--- src/rtl/neuron_bank_scheduler_if.sv ---
// rtl/neuron_bank_scheduler_if.sv - CPU register bus between host and neuron bank scheduler
interface neuron_bank_scheduler_if #(
    parameter int ADDR_WIDTH = 10
);
    logic [ADDR_WIDTH-1:0] address;
    logic                  read_enable;
    logic                  write_enable;
    logic [31:0]           write_data;
    logic [31:0]           read_data;
    logic                  ready;

    modport master (
        output address, read_enable, write_enable, write_data,
        input  read_data, ready
    );

    modport slave (
        input  address, read_enable, write_enable, write_data,
        output read_data, ready
    );
endinterface

--- src/rtl/neuron_bank_scheduler.sv ---
// rtl/neuron_bank_scheduler.sv - sequences a timestep across neuron cores and queues spike events
module neuron_bank_scheduler #(
    parameter int NUM_NEURONS = 8,
    parameter int ADDR_WIDTH  = 10,
    parameter int FIFO_DEPTH  = 16,
    parameter int TIMEOUT     = 255
) (
    input  logic                      clk,
    input  logic                      rst,
    neuron_bank_scheduler_if.slave    bus,
    output logic [32*NUM_NEURONS-1:0] core_input,
    output logic [NUM_NEURONS-1:0]    core_start,
    output logic [NUM_NEURONS-1:0]    core_resolve,
    input  logic [NUM_NEURONS-1:0]    core_busy,
    input  logic [NUM_NEURONS-1:0]    core_spike,
    output logic                      step_done,
    output logic                      irq
);
    localparam int IDXW = (NUM_NEURONS > 1) ? $clog2(NUM_NEURONS) : 1;
    localparam int PTRW = $clog2(FIFO_DEPTH);
    localparam int CNTW = PTRW + 1;
    localparam int TOW  = (TIMEOUT > 1) ? $clog2(TIMEOUT + 1) : 1;

    typedef enum logic [2:0] {
        S_IDLE, S_START, S_ARM, S_WAIT, S_CAPTURE, S_NEXT
    } state_t;

    state_t                   r_state;
    logic [IDXW-1:0]          r_idx;
    logic [TOW-1:0]           r_wait_cnt;
    logic                     r_timed_out;
    logic [31:0]              r_step_count;
    logic                     r_irq_en;
    logic                     r_auto_clear;
    logic                     r_overflow;
    logic                     r_timeout;
    logic [NUM_NEURONS-1:0]   r_core_start;
    logic [NUM_NEURONS-1:0]   r_core_resolve;
    logic                     r_step_done;
    logic                     r_ready;
    logic [31:0]              r_read_data;
    logic [31:0]              r_input [NUM_NEURONS];
    logic [30:0]              r_mem [FIFO_DEPTH];
    logic [PTRW-1:0]          r_wr_ptr;
    logic [PTRW-1:0]          r_rd_ptr;
    logic [CNTW-1:0]          r_count;

    logic [31:0]              w_addr32;
    logic [IDXW-1:0]          w_in_idx;
    logic                     w_is_input;
    logic                     w_wr_input;
    logic                     w_wr_ctrl;
    logic                     w_wr_status;
    logic                     w_busy;
    logic                     w_empty;
    logic                     w_full;
    logic                     w_pop;
    logic                     w_push;
    logic                     w_push_ok;
    logic [31:0]              w_entry;
    logic [NUM_NEURONS-1:0]   w_cur_onehot;
    logic [31:0]              w_rd_mux;

    assign w_addr32     = 32'(bus.address);
    assign w_in_idx     = IDXW'(w_addr32);
    assign w_is_input   = w_addr32 < 32'(NUM_NEURONS);
    assign w_wr_input   = bus.write_enable && w_is_input;
    assign w_wr_ctrl    = bus.write_enable && (w_addr32 == 32'h200);
    assign w_wr_status  = bus.write_enable && (w_addr32 == 32'h201);
    assign w_busy       = (r_state != S_IDLE);
    assign w_empty      = (r_count == '0);
    assign w_full       = (r_count == CNTW'(FIFO_DEPTH));
    assign w_pop        = bus.read_enable && (w_addr32 == 32'h203) && !w_empty;
    assign w_push       = (r_state == S_CAPTURE) && core_spike[r_idx] && !r_timed_out;
    // A pop in the same cycle frees the slot, so a push onto a full FIFO still lands.
    assign w_push_ok    = w_push && (!w_full || w_pop);
    assign w_entry      = {8'h00, r_step_count[15:0], 8'(r_idx)};
    assign w_cur_onehot = NUM_NEURONS'(1) << r_idx;

    assign bus.read_data = r_read_data;
    assign bus.ready     = r_ready;
    assign core_start    = r_core_start;
    assign core_resolve  = r_core_resolve;
    assign step_done     = r_step_done;
    assign irq           = r_irq_en && !w_empty;

    for (genvar n = 0; n < NUM_NEURONS; n++) begin : g_core_input
        assign core_input[32*n +: 32] = r_input[n];
    end

    always_ff @(posedge clk) begin
        if (rst) begin
            r_state        <= S_IDLE;
            r_idx          <= '0;
            r_wait_cnt     <= '0;
            r_timed_out    <= 1'b0;
            r_step_count   <= '0;
            r_irq_en       <= 1'b0;
            r_auto_clear   <= 1'b0;
            r_overflow     <= 1'b0;
            r_timeout      <= 1'b0;
            r_core_start   <= '0;
            r_core_resolve <= '0;
            r_step_done    <= 1'b0;
            r_ready        <= 1'b0;
            for (int n = 0; n < NUM_NEURONS; n++) r_input[n] <= '0;
        end else begin
            r_ready        <= 1'b1;
            r_core_start   <= '0;
            r_core_resolve <= '0;
            r_step_done    <= 1'b0;
            if (w_wr_input && !w_busy) r_input[w_in_idx] <= bus.write_data;
            if (w_wr_ctrl) begin
                r_irq_en     <= bus.write_data[1];
                r_auto_clear <= bus.write_data[2];
            end
            if (w_wr_status && bus.write_data[3]) r_overflow <= 1'b0;
            if (w_wr_status && bus.write_data[4]) r_timeout  <= 1'b0;
            if (w_push && w_full && !w_pop) r_overflow <= 1'b1;
            case (r_state)
                S_IDLE: begin
                    if (w_wr_ctrl && bus.write_data[0]) begin
                        r_idx        <= '0;
                        r_core_start <= NUM_NEURONS'(1);
                        r_state      <= S_START;
                    end
                end
                S_START: r_state <= S_ARM;
                S_ARM: begin
                    r_wait_cnt  <= '0;
                    r_timed_out <= 1'b0;
                    r_state     <= S_WAIT;
                end
                S_WAIT: begin
                    if (!core_busy[r_idx]) begin
                        r_state <= S_CAPTURE;
                    end else if (r_wait_cnt == TOW'(TIMEOUT - 1)) begin
                        r_timed_out <= 1'b1;
                        r_timeout   <= 1'b1;
                        r_state     <= S_CAPTURE;
                    end else begin
                        r_wait_cnt <= r_wait_cnt + 1'b1;
                    end
                end
                S_CAPTURE: begin
                    if (core_spike[r_idx] && !r_timed_out) r_core_resolve <= w_cur_onehot;
                    r_state <= S_NEXT;
                end
                S_NEXT: begin
                    if (r_idx == IDXW'(NUM_NEURONS - 1)) begin
                        r_step_count <= r_step_count + 32'd1;
                        r_step_done  <= 1'b1;
                        if (r_auto_clear) begin
                            for (int n = 0; n < NUM_NEURONS; n++) r_input[n] <= '0;
                        end
                        r_state <= S_IDLE;
                    end else begin
                        r_idx        <= r_idx + 1'b1;
                        r_core_start <= w_cur_onehot << 1;
                        r_state      <= S_START;
                    end
                end
                default: r_state <= S_IDLE;
            endcase
        end
    end

    always_comb begin
        w_rd_mux = '0;
        if (w_is_input) begin
            w_rd_mux = r_input[w_in_idx];
        end else begin
            case (w_addr32)
                32'h200: w_rd_mux = {29'b0, r_auto_clear, r_irq_en, 1'b0};
                32'h201: w_rd_mux = {27'b0, r_timeout, r_overflow, w_full, w_empty, w_busy};
                32'h202: w_rd_mux = r_step_count;
                32'h203: w_rd_mux = w_empty ? 32'h0 : {1'b1, r_mem[r_rd_ptr]};
                32'h204: w_rd_mux = 32'(r_count);
                default: w_rd_mux = '0;
            endcase
        end
    end

    always_ff @(posedge clk) begin
        if (w_push_ok) r_mem[r_wr_ptr] <= w_entry[30:0];
    end

    always_ff @(posedge clk) begin
        if (rst) begin
            r_wr_ptr    <= '0;
            r_rd_ptr    <= '0;
            r_count     <= '0;
            r_read_data <= '0;
        end else begin
            if (w_push_ok) r_wr_ptr <= r_wr_ptr + 1'b1;
            if (w_pop)     r_rd_ptr <= r_rd_ptr + 1'b1;
            r_count <= r_count + CNTW'(w_push_ok) - CNTW'(w_pop);
            if (bus.read_enable) r_read_data <= w_rd_mux;
        end
    end
endmodule

--- src/flat_wrapper.sv ---
// flat-port wrapper written by rule: the top's interface ports become plain ports
module neuron_bank_scheduler_flat 
#(
    parameter int NUM_NEURONS = 8,
    parameter int ADDR_WIDTH  = 10,
    parameter int FIFO_DEPTH  = 16,
    parameter int TIMEOUT     = 255
)
  (clk, rst, core_input, core_start, core_resolve, core_busy, core_spike, step_done, irq, bus_address, bus_read_enable, bus_write_enable, bus_write_data, bus_read_data, bus_ready);
  neuron_bank_scheduler_if #(.ADDR_WIDTH(ADDR_WIDTH)) bus_i ();
  input  logic clk;
  input  logic rst;
  output logic [32*NUM_NEURONS-1:0] core_input;
  output logic [NUM_NEURONS-1:0] core_start;
  output logic [NUM_NEURONS-1:0] core_resolve;
  input  logic [NUM_NEURONS-1:0] core_busy;
  input  logic [NUM_NEURONS-1:0] core_spike;
  output logic step_done;
  output logic irq;
  input wire logic [$bits(bus_i.address)-1:0] bus_address;
  input wire logic [$bits(bus_i.read_enable)-1:0] bus_read_enable;
  input wire logic [$bits(bus_i.write_enable)-1:0] bus_write_enable;
  input wire logic [$bits(bus_i.write_data)-1:0] bus_write_data;
  output wire logic [$bits(bus_i.read_data)-1:0] bus_read_data;
  output wire logic [$bits(bus_i.ready)-1:0] bus_ready;
  assign bus_i.address = bus_address;
  assign bus_i.read_enable = bus_read_enable;
  assign bus_i.write_enable = bus_write_enable;
  assign bus_i.write_data = bus_write_data;
  assign bus_read_data = bus_i.read_data;
  assign bus_ready = bus_i.ready;
  neuron_bank_scheduler #(.NUM_NEURONS(NUM_NEURONS), .ADDR_WIDTH(ADDR_WIDTH), .FIFO_DEPTH(FIFO_DEPTH), .TIMEOUT(TIMEOUT)) u_core (.clk(clk), .rst(rst), .bus(bus_i), .core_input(core_input), .core_start(core_start), .core_resolve(core_resolve), .core_busy(core_busy), .core_spike(core_spike), .step_done(step_done), .irq(irq));
endmodule
--- config.mk ---
export PLATFORM = sky130hd
export DESIGN_NAME = neuron_bank_scheduler_flat
export DESIGN_NICKNAME = d
export VERILOG_FILES = /design/src/rtl/neuron_bank_scheduler_if.sv /design/src/rtl/neuron_bank_scheduler.sv /design/src/flat_wrapper.sv
export SDC_FILE = /design/constraint.sdc
export NUM_CORES = 1
export LEC_CHECK = 0
export CAP_MARGIN = 20
export CORE_MARGIN = 3
export CORE_UTILIZATION = 40
export CTS_CLUSTER_DIAMETER = 30
export DETAILED_ROUTE_END_ITERATION = 16
export SLEW_MARGIN = 20
export SYNTH_ARGS = -nofsm -noshare
export SYNTH_HDL_FRONTEND = slang
export SYNTH_SLANG_ARGS = --single-unit
--- constraint.sdc ---
create_clock -name clk -period 5.24 [get_ports clk]
set_clock_uncertainty 0.05 [all_clocks]
set_input_delay 1.048 -clock clk [delete_from_list [all_inputs] [get_ports clk]]
set_output_delay 1.048 -clock clk [all_outputs]
set_load 0.005 [all_outputs]
==> results of run 1 <==
[metal layers]
metal | share of wire | vias up | GRT usage | wire, µm
met2 | 0.49 | 727 | 0.3778 | 41800
met3 | 0.094 | 144 | 0.08527 | 8095
met5 | 0 | - | 0 | 0
met4 | 0.024 | 0 | 0.07371 | 2029
li1 | - | 8031 | - | -
met1 | 0.40 | 9423 | 0.2881 | 33940
[kinds of logic after synthesis]
| kind of cell | count (synthesis) |
|---|---|
| adders and majority gates | 21 |
| and+or+nand+nor | 584 |
| DFF | 678 |
| buffers and inverters | 151 |
| muxes | 186 |
| AOI/OAI and AO/OA | 172 |
| xor gates and xnor gates | 31 |
[final timing paths]
| check | startpoint | endpoint | slack, ps | cells past startpoint |
|---|---|---|---|---|
| setup / recovery | bus_address[3] | u_core.r_count[4]$_SDFF_PP0_ | 1250 | 13 |
| hold / removal | u_core.bus.read_data[19]$_SDFFE_PP0P_ | u_core.bus.read_data[19]$_SDFFE_PP0P_ | 430 | 2 |
| setup reg to reg | u_core.r_idx[2]$_SDFFE_PP0P_ | u_core.r_step_count[25]$_SDFFE_PP0P_ | 1970 | 8 |
| hold reg to reg | u_core.bus.read_data[19]$_SDFFE_PP0P_ | u_core.bus.read_data[19]$_SDFFE_PP0P_ | 430 | 2 |
[critical path, stage by stage]
cell	delay [ps]
clkdlybuf4s50_1	390
or4_1	690
or4_4	600
nor3_4	150
nand2_1	120
nand2_1	90
nand2_1	60
ha_1	230
fa_1	430
a21oi_1	160
nor2_1	60
or3_1	350
a21oi_1	170
[cells in the mapped netlist (20+ instances only)]
library cell,number,area [µm²]
nor2_1,103,386.6
o21ai_0,39,195.2
mux2i_1,42,420.4
mux4_2,141,3176
ha_1,20,250.2
a21oi_1,38,190.2
nand2_1,54,202.7
dfxtp_1,118,2362
a22oi_1,41,307.8
nor3_1,27,135.1
edfxtp_1,560,16820
clkbuf_1,103,386.6
nand3_1,26,130.1
and2_1,72,450.4
xnor2_1,22,192.7
and3_1,223,1395
[flip-flops by register name (all words and copies together), names as in the netlist, 3 cells and up, named ones only]
signal and count:
u_core.bus.read_data 32, u_core.core_resolve 8, u_core.core_start 8, u_core.r_count 5, u_core.r_idx 3, u_core.r_input 256, u_core.r_mem 304, u_core.r_rd_ptr 4
u_core.r_state 3, u_core.r_step_count 32, u_core.r_wait_cnt 8, u_core.r_wr_ptr 4
[power breakdown]
group / internal (mW) / switching [mW] / leakage, nW
clock: 5.62 / 2.80 / 2.20
sequential: 5.92 / 0.0812 / 6.27
combinational: 0.350 / 0.351 / 5.25
[metrics by stage]
step / area, µm² / hold WS [ps]
CTS: 37710 / 433.0
global route: 37710 / 464.3
finish: 37710 / 431.0
detailed placement: 33180 / 425.8
floorplan: 28380 / 377.6
global placement: 33180 / 396.4
[layout make-up]
type | instances | area share
Sequential cell | 678 | 0.5087
Multi-Input combinational cell | 994 | 0.2296
Timing Repair Buffer | 423 | 0.1082
Clock buffer | 166 | 0.09821
Tap cell | 940 | 0.03119
Clock inverter | 80 | 0.02193
Inverter | 21 | 0.002090
Antenna cell | 1 | 0.00006636
==> reports/qor.yml, run 1 <==
grt_start_max_net_pins: 97
setup_tns_ps: 0
multi_input_area_um2: 8660
final_layout_size_suffix_gt1_frac: 0.1905
syn_nets: 1906
layout.cells.non_filler: 3303
dp.cells: 3056
clk_pin_slew_ps: 50
power_density_nw_per_um2: 400.6
netlist_area_um2: 28380
port_buffers: 368
synth_edf_count: 560
path_max_fanout: 6
status: "finished, final reports clean"
power_leakage_nw: 13.72
crit_type: "in2reg"
grt_use_total: 0.2319
io_pins: 369
synth_fa_ha_area_frac: 0.009522
clock.fmax_mhz: 250.8
seq_area_frac_synth: 0.6757
worstMarginPinSlew_ps: 1074
synthesis.instances: 1823
ctsHoldBuffers: 0
clockBufferDepth: 3
ir_drop_uv: 283.8
numCtsBuffers: 134
coreArea_um2: 70150
place_ws_ps: 590.3
clock_latency_ps: 700
drt_iter0_drc: 1353
rsz0062_at_grt: "no"
row_count: 97
drc: 0
muxShareOfSynthArea: 0.1279
critPathCaptureType: "flop"
initial_utilization: 0.4046
grt_pass1_vias: 19353
drt-total-wl_um: 85860
period_share: 0.7608
root_buffer: "clkbuf_16"
startpoint_type: "primary input"
die_h_um: 272.4
fin_util: 0.5376
slew_headroom: 0.2841
wl_per_cell_um: 26.00
synth_warnings: 0
overflow: 0
drt_pass1_iterations: 7
cap_violations: 0
hold_class: "reg2reg"
vias: 18325
timing.final.crit_period_ps: 3987
dp_hpwl_um: 54700
nFillCells: 5762
htree_levels: 4
regArea_um2: 19180
synth_xor_area_frac: 0.009566
synth_simple_gate_area_frac: 0.1156
mostFrequentLayoutCell: "edfxtp_1"
syn_area_per_cell_um2: 15.57
ant_nets: 0
grt_pass1_wl_um: 128200
slew_viol_final: 0
synth_top_family_by_area: "multiplexers"
synth_top_flop_cell: "edfxtp_1"
power_mw: 15.11
synth_compound_area_frac: 0.04007
final-setup-viol-count: 0
vias_per_cell: 5.548
layout_common_cells: "edfxtp_1, clkdlybuf4s50_1, and3_1, clkbuf_16, mux4_2"
ys_async_sr_fraction: 0
globalplace.congestion: 0.8719
fp.dieW_um: 272.4
hold_viol: 0
tritoncts: "done"
antenna_found_initial: 1
critical_path_arrival_ps: 4530
ctsResizeCount: 0
cp.required_ps: 5780
nets: 2335
fp.dieArea_um2: 74190
post_cts_buffers: 0
area_delta_synth_final_pct: 32.86
yosys.cell_types.count: 65
finalWorstSetupSlack_ps: 1253
clock_sinks: 678
synth_seq_cells: 678
No activity file was read; power rests on OpenSTA's default activity.
==> run 2: changes to the inputs <==
==> constraint.sdc (replaced) <==
create_clock -name clk -period 3.41 [get_ports clk]
set_clock_uncertainty 0.05 [all_clocks]
set_input_delay 0.682 -clock clk [delete_from_list [all_inputs] [get_ports clk]]
set_output_delay 0.682 -clock clk [all_outputs]
set_load 0.005 [all_outputs]
==> reports/qor.yml, run 2 (synthesis results as in run 1) <==
drc: 0
drt-total-wl_um: 87000
drt_pass1_iterations: 5
post_cts_buffers: 0
htree_levels: 4
antenna_found_initial: 0
grt_pass1_wl_um: 130600
cap_violations: 0
min_path_cells: 2
ctsResizeCount: 0
place_area_um2: 34100
ant_nets: 0
timing.final.crit_period_ps: 3287
crit_type: "reg2out"
worst_hold_startpoint: "rst"
setup_tns_ps: 0
top_regs: "u_core.r_mem (304), u_core.r_input (256)"
grt_use_total: 0.2360
rsz0062_at_grt: "no"
drt_iter0_drc: 1663
clock.fmax_mhz: 304.2
nFillCells: 5650
die_h_um: 272.4
fp.dieW_um: 272.4
largest_register_ffs: 304
worstMarginPinSlew_ps: 974.6
clockBufferDepth: 3
port_buffers: 368
regMostFlops: "u_core.r_mem"
r2r_start: "u_core.r_idx[0]$_SDFFE_PP0P_"
regArea_um2: 19180
clk_pin_slew_ps: 50
grt_pass1_vias: 19738
power_density_nw_per_um2: 599.6
multi_input_area_um2: 8672
slew_viol_final: 0
mostFrequentLayoutCell: "edfxtp_1"
vias: 18575
tritoncts: "done"
nets: 2392
ir_drop_uv: 548.7
wl_per_cell_um: 25.92
area_delta_synth_final_pct: 35.83
reg2reg_depth: 8
io_pins: 369
clock_latency_ps: 690
clock_sinks: 678
row_count: 97
critical_path_arrival_ps: 2560
cp.required_ps: 2680
hold_class: "in2reg"
dp_hpwl_um: 57610
critPathCaptureType: "primary output"
final_layout_size_suffix_gt1_frac: 0.2082
globalplace.congestion: 0.8813
diodes: 0
numCtsBuffers: 132
grt_start_max_net_pins: 76
final-setup-viol-count: 0
initial_utilization: 0.4046
fp.dieArea_um2: 74190
root_buffer: "clkbuf_16"
hold_viol: 0
crit_start: "u_core.r_count[3]$_SDFF_PP0_"
coreArea_um2: 70150
startpoint_type: "flop"
status: "finished, final reports clean"
slew_headroom: 0.3503
overflow: 0
vias_per_cell: 5.535
layout_common_cells: "edfxtp_1, clkdlybuf4s50_1, and3_1, mux4_2, clkbuf_16"
path_max_fanout: 3
ctsHoldBuffers: 0
period_share: 0.9640
power_leakage_nw: 14.11
final_area_um2: 38550
==> run 2: cell count changes in the layout (fill, tap and decap cells not counted), sizes merged <==
cell | previous run | this run
bufinv | 12 | 13
buf | 60 | 119
clkbuf | 166 | 160
clkinvlp | 11 | 8
clkinv | 42 | 52
inv | 36 | 29
diode | 1 | 0
==> run 2: layout make-up <==
type,count,area share
clock buffer,160,0.09334
tap,940,0.03051
sequential,678,0.4976
timing repair buffer,482,0.1296
clock inverter,81,0.02194
inverter,21,0.002045
multi-input combinational,994,0.2249
==> run 2: metrics by stage <==
| step | power [mW] | util | cells | hold slack, ps | worst slack (ps) |
|---|---|---|---|---|---|
| global route | 23.80 | 0.5496 | 3356 | 267.7 | 8.218 |
| global placement | 10.46 | 0.4861 | 3114 | 407.9 | -508.9 |
| finish | 23.12 | 0.5496 | 3356 | 302.0 | 122.6 |
| CTS | 23.29 | 0.5495 | 3355 | 247.6 | 73.25 |
| floorplan | 9.692 | - | 1823 | 377.6 | -244.9 |
| detailed placement | 10.47 | 0.4861 | 3114 | 403.4 | -522.8 |
==> run 2: path summary, 6_finish.rpt <==
path,to,slack (ps)
max,irq,120
min,u_core.r_wr_ptr[2]$_SDFFE_PP0N_,300
max reg2reg,u_core.r_step_count[24]$_SDFFE_PP0P_,360
min reg2reg,u_core.r_timed_out$_SDFFE_PP0P_,420
==> run 2: where the power goes <==
part | internal (mW) | switching (mW)
Sequential | 9.09 | 0.132
Combinational | 0.571 | 0.534
Clock | 8.50 | 4.29
==> run 2: routing by layer <==
| metal | track usage | wire length, µm |
|---|---|---|
| met5 | 0 | 0 |
| met2 | 0.3731 | 41490 |
| met1 | 0.3010 | 34900 |
| met4 | 0.07399 | 2014 |
| met3 | 0.09073 | 8587 |
==> run 2: worst max-delay path, cell delays in order, from the launching register on <==
cell             delay [ps]
dfxtp_1                 340
inv_1                    90
ha_1                    170
or4b_2                  610
and2_1                  200
clkdlybuf4s50_1         460
